## config.mk

```make
export PLATFORM = sky130hd
export DESIGN_NAME = mem_access_unit
export DESIGN_NICKNAME = d
export VERILOG_FILES = /design/src/rtl/mem_access_unit.sv
export SDC_FILE = /design/constraint.sdc
export NUM_CORES = 1
export LEC_CHECK = 0
export BUFFER_PORTS_ARGS = -buffer_cell sky130_fd_sc_hd__buf_2
export CAP_MARGIN = 20
export CELL_PAD_IN_SITES_DETAIL_PLACEMENT = 1
export CELL_PAD_IN_SITES_GLOBAL_PLACEMENT = 2
export CORE_MARGIN = 2
export CORE_UTILIZATION = 28
export DETAILED_ROUTE_END_ITERATION = 10
export PLACE_DENSITY = 0.91
export SLEW_MARGIN = 20
export SYNTH_ARGS = -nofsm -noshare
export SYNTH_HDL_FRONTEND = slang
export SYNTH_SLANG_ARGS = --single-unit
```

## constraint.sdc

```tcl
create_clock -name clk -period 8.2 [get_ports clk]
set_input_delay 1.23 -clock clk [delete_from_list [all_inputs] [get_ports clk]]
set_output_delay 1.23 -clock clk [all_outputs]
set_load 0.1 [all_outputs]
```

## src/rtl/mem_access_unit.sv

```systemverilog
// Memory-stage load/store controller: one req/ack SRAM transaction per access, with store alignment and load extension.
// Optional build macro MEM_ALIGN_CHECK_EN enables misalignment detection (adelM/adesM/badvaddrM).
module mem_access_unit (
    input  logic        clk,
    input  logic        rst,
    input  logic        memenM,
    input  logic [2:0]  lsopM,
    input  logic [31:0] aluoutM,
    input  logic [31:0] writedataM,
    input  logic        flushM,
    output logic        data_req,
    output logic        data_wr,
    output logic [31:0] data_addr,
    output logic [3:0]  data_be,
    output logic [31:0] data_wdata,
    input  logic [31:0] data_rdata,
    input  logic        data_ack,
    output logic [31:0] readdataM,
    output logic        stallM,
    output logic        adelM,
    output logic        adesM,
    output logic [31:0] badvaddrM
);

    typedef enum logic [1:0] {
        IDLE = 2'd0,
        WAIT = 2'd1,
        DONE = 2'd2
    } state_t;

    state_t      state_r;
    logic [1:0]  off_r;
    logic [2:0]  lsop_r;

    logic        wr_s;
    logic        active_s;
    logic        misaligned_s;
    logic        issue_s;
    logic [3:0]  be_s;
    logic [31:0] wdata_s;

    // Select the addressed byte/halfword of the read word and extend it.
    function automatic logic [31:0] extract_load(input logic [2:0] op,
                                                 input logic [1:0] off,
                                                 input logic [31:0] rdata);
        logic [15:0] half_v;
        logic [7:0]  byte_v;
        logic [31:0] res_v;
        half_v = off[1] ? rdata[31:16] : rdata[15:0];
        byte_v = rdata[{off, 3'b000} +: 8];
        case (op)
            3'b000:  res_v = rdata;
            3'b001:  res_v = {{16{half_v[15]}}, half_v};
            3'b010:  res_v = {16'h0000, half_v};
            3'b011:  res_v = {{24{byte_v[7]}}, byte_v};
            3'b100:  res_v = {24'h000000, byte_v};
            default: res_v = rdata;
        endcase
        return res_v;
    endfunction

    assign wr_s     = lsopM[2] & (lsopM != 3'b100);
    assign active_s = (state_r == IDLE) & memenM & ~flushM;
    assign issue_s  = active_s & ~misaligned_s;
    assign stallM   = issue_s | (state_r == WAIT);

`ifdef MEM_ALIGN_CHECK_EN
    logic is_half_s;
    logic is_word_s;
    assign is_half_s    = (lsopM == 3'b001) | (lsopM == 3'b010) | (lsopM == 3'b110);
    assign is_word_s    = (lsopM == 3'b000) | (lsopM == 3'b101);
    assign misaligned_s = (is_half_s & aluoutM[0]) | (is_word_s & (aluoutM[1:0] != 2'b00));
    assign adelM        = active_s & misaligned_s & ~wr_s;
    assign adesM        = active_s & misaligned_s & wr_s;
    assign badvaddrM    = (adelM | adesM) ? aluoutM : 32'h0000_0000;
`else
    assign misaligned_s = 1'b0;
    assign adelM        = 1'b0;
    assign adesM        = 1'b0;
    assign badvaddrM    = 32'h0000_0000;
`endif

    // Byte-lane enables and lane-replicated store data for the current M op.
    always_comb begin
        be_s    = 4'b1111;
        wdata_s = writedataM;
        case (lsopM)
            3'b011, 3'b100: begin
                be_s    = 4'b0001 << aluoutM[1:0];
                wdata_s = writedataM;
            end
            3'b111: begin
                be_s    = 4'b0001 << aluoutM[1:0];
                wdata_s = {4{writedataM[7:0]}};
            end
            3'b001, 3'b010: begin
                be_s    = aluoutM[1] ? 4'b1100 : 4'b0011;
                wdata_s = writedataM;
            end
            3'b110: begin
                be_s    = aluoutM[1] ? 4'b1100 : 4'b0011;
                wdata_s = {2{writedataM[15:0]}};
            end
            default: begin
                be_s    = 4'b1111;
                wdata_s = writedataM;
            end
        endcase
    end

    // Transaction FSM; bus outputs and load result are registered here.
    always_ff @(posedge clk or posedge rst) begin
        if (rst) begin
            state_r    <= IDLE;
            data_req   <= 1'b0;
            data_wr    <= 1'b0;
            data_addr  <= 32'h0000_0000;
            data_be    <= 4'b0000;
            data_wdata <= 32'h0000_0000;
            readdataM  <= 32'h0000_0000;
            off_r      <= 2'b00;
            lsop_r     <= 3'b000;
        end else begin
            case (state_r)
                IDLE: begin
                    if (issue_s) begin
                        state_r    <= WAIT;
                        data_req   <= 1'b1;
                        data_wr    <= wr_s;
                        data_addr  <= {aluoutM[31:2], 2'b00};
                        data_be    <= be_s;
                        data_wdata <= wdata_s;
                        off_r      <= aluoutM[1:0];
                        lsop_r     <= lsopM;
                    end
                end
                WAIT: begin
                    if (data_ack) begin
                        state_r  <= DONE;
                        data_req <= 1'b0;
                        if (!data_wr) begin
                            readdataM <= extract_load(lsop_r, off_r, data_rdata);
                        end
                    end
                end
                // memenM still belongs to the finished instruction here, so never re-issue.
                DONE: begin
                    state_r <= IDLE;
                end
                default: begin
                    state_r  <= IDLE;
                    data_req <= 1'b0;
                end
            endcase
        end
    end

endmodule

```

==> qor.csv <==
stage,metric,value,unit
critical_path,maximum fanout count along the critical path,47,
power_and_ir_drop,peak supply drop,0.180,mV
critical_path,arrival time at the worst endpoint,2660,ps
floorplan,Starting Density,0.285,
place,worst setup slack before clock tree synthesis,4280,ps
power_and_ir_drop,Sw Pwr,1.97,mW
timing,min setup slack post-route,4310,ps
clocking,Setup Buffers After CTS,0,
floorplan,overall die height,142,um
clocking,maximum root-to-sink buffer count,2,
timing,fin crit share,0.474,
power_and_ir_drop,Flop pwr share,0.258,
place,standard cell area after detailed placement,6420,um2
detailed_routing,DRT antenna net count,0,
power_and_ir_drop,Static Leakage,3.57,nW
synthesis,number of synthesized register bits,107,
power_and_ir_drop,Gate power share,0.598,
timing,unrepaired setup endpoints after global routing,false,
floorplan,number of top-level pins,241,
clocking,Clk Tree Root Cell,sky130_fd_sc_hd__clkbuf_16,
detailed_routing,"wirelength, routed",16900,um
outcome,run status,finished clean,
place,final weighted congestion in routability-driven placement,0.774,
clocking,number of buffers inserted during clock tree synthesis,9,
clocking,clock transition at the register clock pins on the worst setup and hold paths after CTS,80,ps
critical_path,crit end category,output pin,
timing,setup skew after layout,15.8,ps
detailed_routing,via count of the routed design,4828,
critical_path,kind of critical path,primary input to output pin,
timing,final setup violation count,0,
detailed_routing,wire length on met1,7350,um
timing,maximum clock frequency,0.257,GHz
detailed_routing,average wire per standard cell,16.4,um
timing,number of hold violations in the final report,0,
power_and_ir_drop,switching power share of the total,0.623,
clocking,quantity of hold-fixing buffers added after cts,0,
clocking,CTS sink count,107,
layout,Syn-to-layout area delta,26.4,%
floorplan,overall die area,20200,um2
timing,Setup TNS Final,0,ps
power_and_ir_drop,power density normalized to cell area,469,nW/um2
synthesis,cell count after synthesis,612,
clocking,maximum level of the CTS H-tree,3,
power_and_ir_drop,P_int,1.19,mW
grt,overall global routing resource usage,0.171,
critical_path,startpoint type of the worst setup path,primary input,
clocking,number of gates resized after cts,0,
grt,residual overflow from global routing,0,
synthesis,number of different library cells in the post-synthesis netlist,42,
floorplan,die width,142,um
detailed_routing,met3 WL,1580,um
floorplan,Placeable Area,18700,um2
synthesis,Synthesis Warnings,0,
clocking,clock latency reported for the late side of the worst-skew pair,370,ps
place,Port Buffers,204,
place,Detailed Place HPWL,12600,um
clocking,clock tree from TritonCTS,yes,
timing,measured slew at the worst slew-check pin,988,ps
grt,initial antenna violation count,2,
synthesis,Post-Syn Area per Cell,8.71,um2
detailed_routing,Pre-antenna DRT Iters,4,
detailed_routing,number of DRC violations after detailed-routing iteration 0,170,
synthesis,summed instance area of the synthesized netlist,5330,um2
layout,proportion of layout cells with a drive suffix above 1,0.300,
synthesis,portion of the post-synthesis area used by sequential elements,0.502,
power_and_ir_drop,share of total power in the clock network,0.143,
grt,via count of the first global-routing pass,5109,
detailed_routing,Post-route DRC,0,
layout,post-route standard cell area excluding fillers,6740,um2
layout,final cell utilization of the core,0.360,
floorplan,number of placement rows,50,
timing,worst max-slew margin expressed relative to the limit,0.341,
run,number of max-cap violations,0,
grt,maximum number of pins on one net before global-route repair,59,
critical_path,"Req. time, crit path",6970,ps
layout,final net count,898,
detailed_routing,highest metal layer with signal wires,met5,
timing,post-layout minimum cycle time,3890,ps
detailed_routing,number of vias per cell after detailed routing,4.67,
worst_hold_path,kind of path behind the tightest hold check,flop to flop,
timing,max-slew violation count,0,
detailed_routing,routed length on met2,7780,um
grt,wire length of the first global-routing pass,27000,um
-- power groups by stage --
stage	registers, mW	logic, mW	clock network [mW]
4_1_cts	0.819	1.90	0.473
5_1_grt	0.843	1.98	0.493
3_3_place_gp	0.823	1.88	0
2_1_floorplan	1.99	0.417	0
6_report	0.817	1.89	0.453
3_5_place_dp	0.828	1.90	0
-- metrics by stage --
| step | total power, mW | instances | hold WS [ps] |
|---|---|---|---|
| after floorplan | 2.40 | 647 | 557 |
| after global placement | 2.70 | 1016 | 453 |
| after detailed placement | 2.73 | 1017 | 461 |
| after CTS | 3.19 | 1033 | 482 |
| after global routing | 3.32 | 1033 | 506 |
| final | 3.16 | 1034 | 477 |
-- layer usage --
layer,GRT usage,up-vias
li1,-,2329
met1,0.216,2317
met2,0.273,167
met3,0.0656,13
met4,0.0511,2
met5,0,-
-- worst paths after layout --
| check | start | end | slack (ps) | cells after the start |
|---|---|---|---|---|
| setup / recovery | flushM | stallM | 4310 | 4 |
| min in group asynchronous | rst | readdataM[24]$_DFFE_PP0P_ | 960 | 2 |
| setup reg to reg | off_r[1]$_DFFE_PP0P_ | readdataM[28]$_DFFE_PP0P_ | 5590 | 5 |
| max in group asynchronous | rst | data_addr[15]$_DFFE_PP0P_ | 6040 | 3 |
| hold reg to reg | data_addr[18]$_DFFE_PP0P_ | data_addr[18]$_DFFE_PP0P_ | 480 | 2 |
| hold / removal | data_addr[18]$_DFFE_PP0P_ | data_addr[18]$_DFFE_PP0P_ | 480 | 2 |
-- cell usage in the layout, fill, tap and decap left out, types with 3 or more instances in the layout --
| cell type | count |
|---|---|
| sky130_fd_sc_hd__nor2_1 | 41 |
| sky130_fd_sc_hd__o21ai_0 | 61 |
| sky130_fd_sc_hd__clkbuf_16 | 9 |
| sky130_fd_sc_hd__o221ai_1 | 6 |
| sky130_fd_sc_hd__a21oi_1 | 35 |
| sky130_fd_sc_hd__inv_6 | 3 |
| sky130_fd_sc_hd__mux2i_1 | 29 |
| sky130_fd_sc_hd__clkinv_8 | 3 |
| sky130_fd_sc_hd__inv_1 | 10 |
| sky130_fd_sc_hd__nand2_1 | 188 |
| sky130_fd_sc_hd__o21a_1 | 7 |
| sky130_fd_sc_hd__conb_1 | 36 |
| sky130_fd_sc_hd__dfrtp_1 | 107 |
| sky130_fd_sc_hd__nor2b_1 | 11 |
| sky130_fd_sc_hd__a222oi_1 | 6 |
| sky130_fd_sc_hd__buf_2 | 204 |
| sky130_fd_sc_hd__mux2_2 | 6 |
| sky130_fd_sc_hd__buf_4 | 4 |
-- flip-flops by register name (all words and copies together), names as in the netlist --
signal,flops
data_addr,30
data_be,4
data_req,1
data_wdata,32
data_wr,1
lsop_r,3
off_r,2
readdataM,32
state_r,2
-- critical path: stages --
cell                      delay [ps]
sky130_fd_sc_hd__buf_2           120
sky130_fd_sc_hd__or4b_4          720
sky130_fd_sc_hd__nand2_1         150
sky130_fd_sc_hd__buf_2           430
-- Yosys cell counts (all sizes together) --
cell,number,share of area
a2111oi,2,0.0033
a211o,1,0.0016
a211oi,1,0.0014
a21boi,1,0.0014
a21oi,36,0.034
a222oi,6,0.011
a2bb2oi,1,0.0016
a31oi,2,0.0035
a32o,1,0.0019
and2,1,0.0012
buf,49,0.063
clkbuf,24,0.017
conb,1,0.00070
dfrtp,107,0.50
inv,11,0.0077
mux2,6,0.013
mux2i,29,0.054
nand2,188,0.13
nand2b,2,0.0023
nand3,1,0.00094
nor2,42,0.030
nor2b,11,0.013
nor3,1,0.00094
nor4b,1,0.0028
o211a,1,0.0019
o211ai,2,0.0028
o21a,7,0.0099
o21ai,61,0.057
o21bai,1,0.0014
o221ai,6,0.0099
o311ai,2,0.0033
o31ai,1,0.0014
or3,2,0.0033
or4b,1,0.0026
xnor2,1,0.0016
xor2,2,0.0033
-- cell families after synthesis --
family                    Yosys count  synth area share
buffers and inverters              84            0.0875
other                               1          0.000703
AOI/OAI and AO/OA                 132             0.148
muxes                              35            0.0671
xor gates and xnor gates            3           0.00493
DFF                               107             0.502
and+or+nand+nor                   250             0.189
-- area by class of cell --
cell class                 count  area (um2)
fill                        2275       12000
sequential                   107        2680
multi-input combinational    456        2350
timing repair buffer         209        1060
tap                          234         293
clock buffer                   9         225
clock inverter                 7        86.3
inverter                      11        43.8
antenna                        1        2.50
Power figures use the tool's default switching activity.
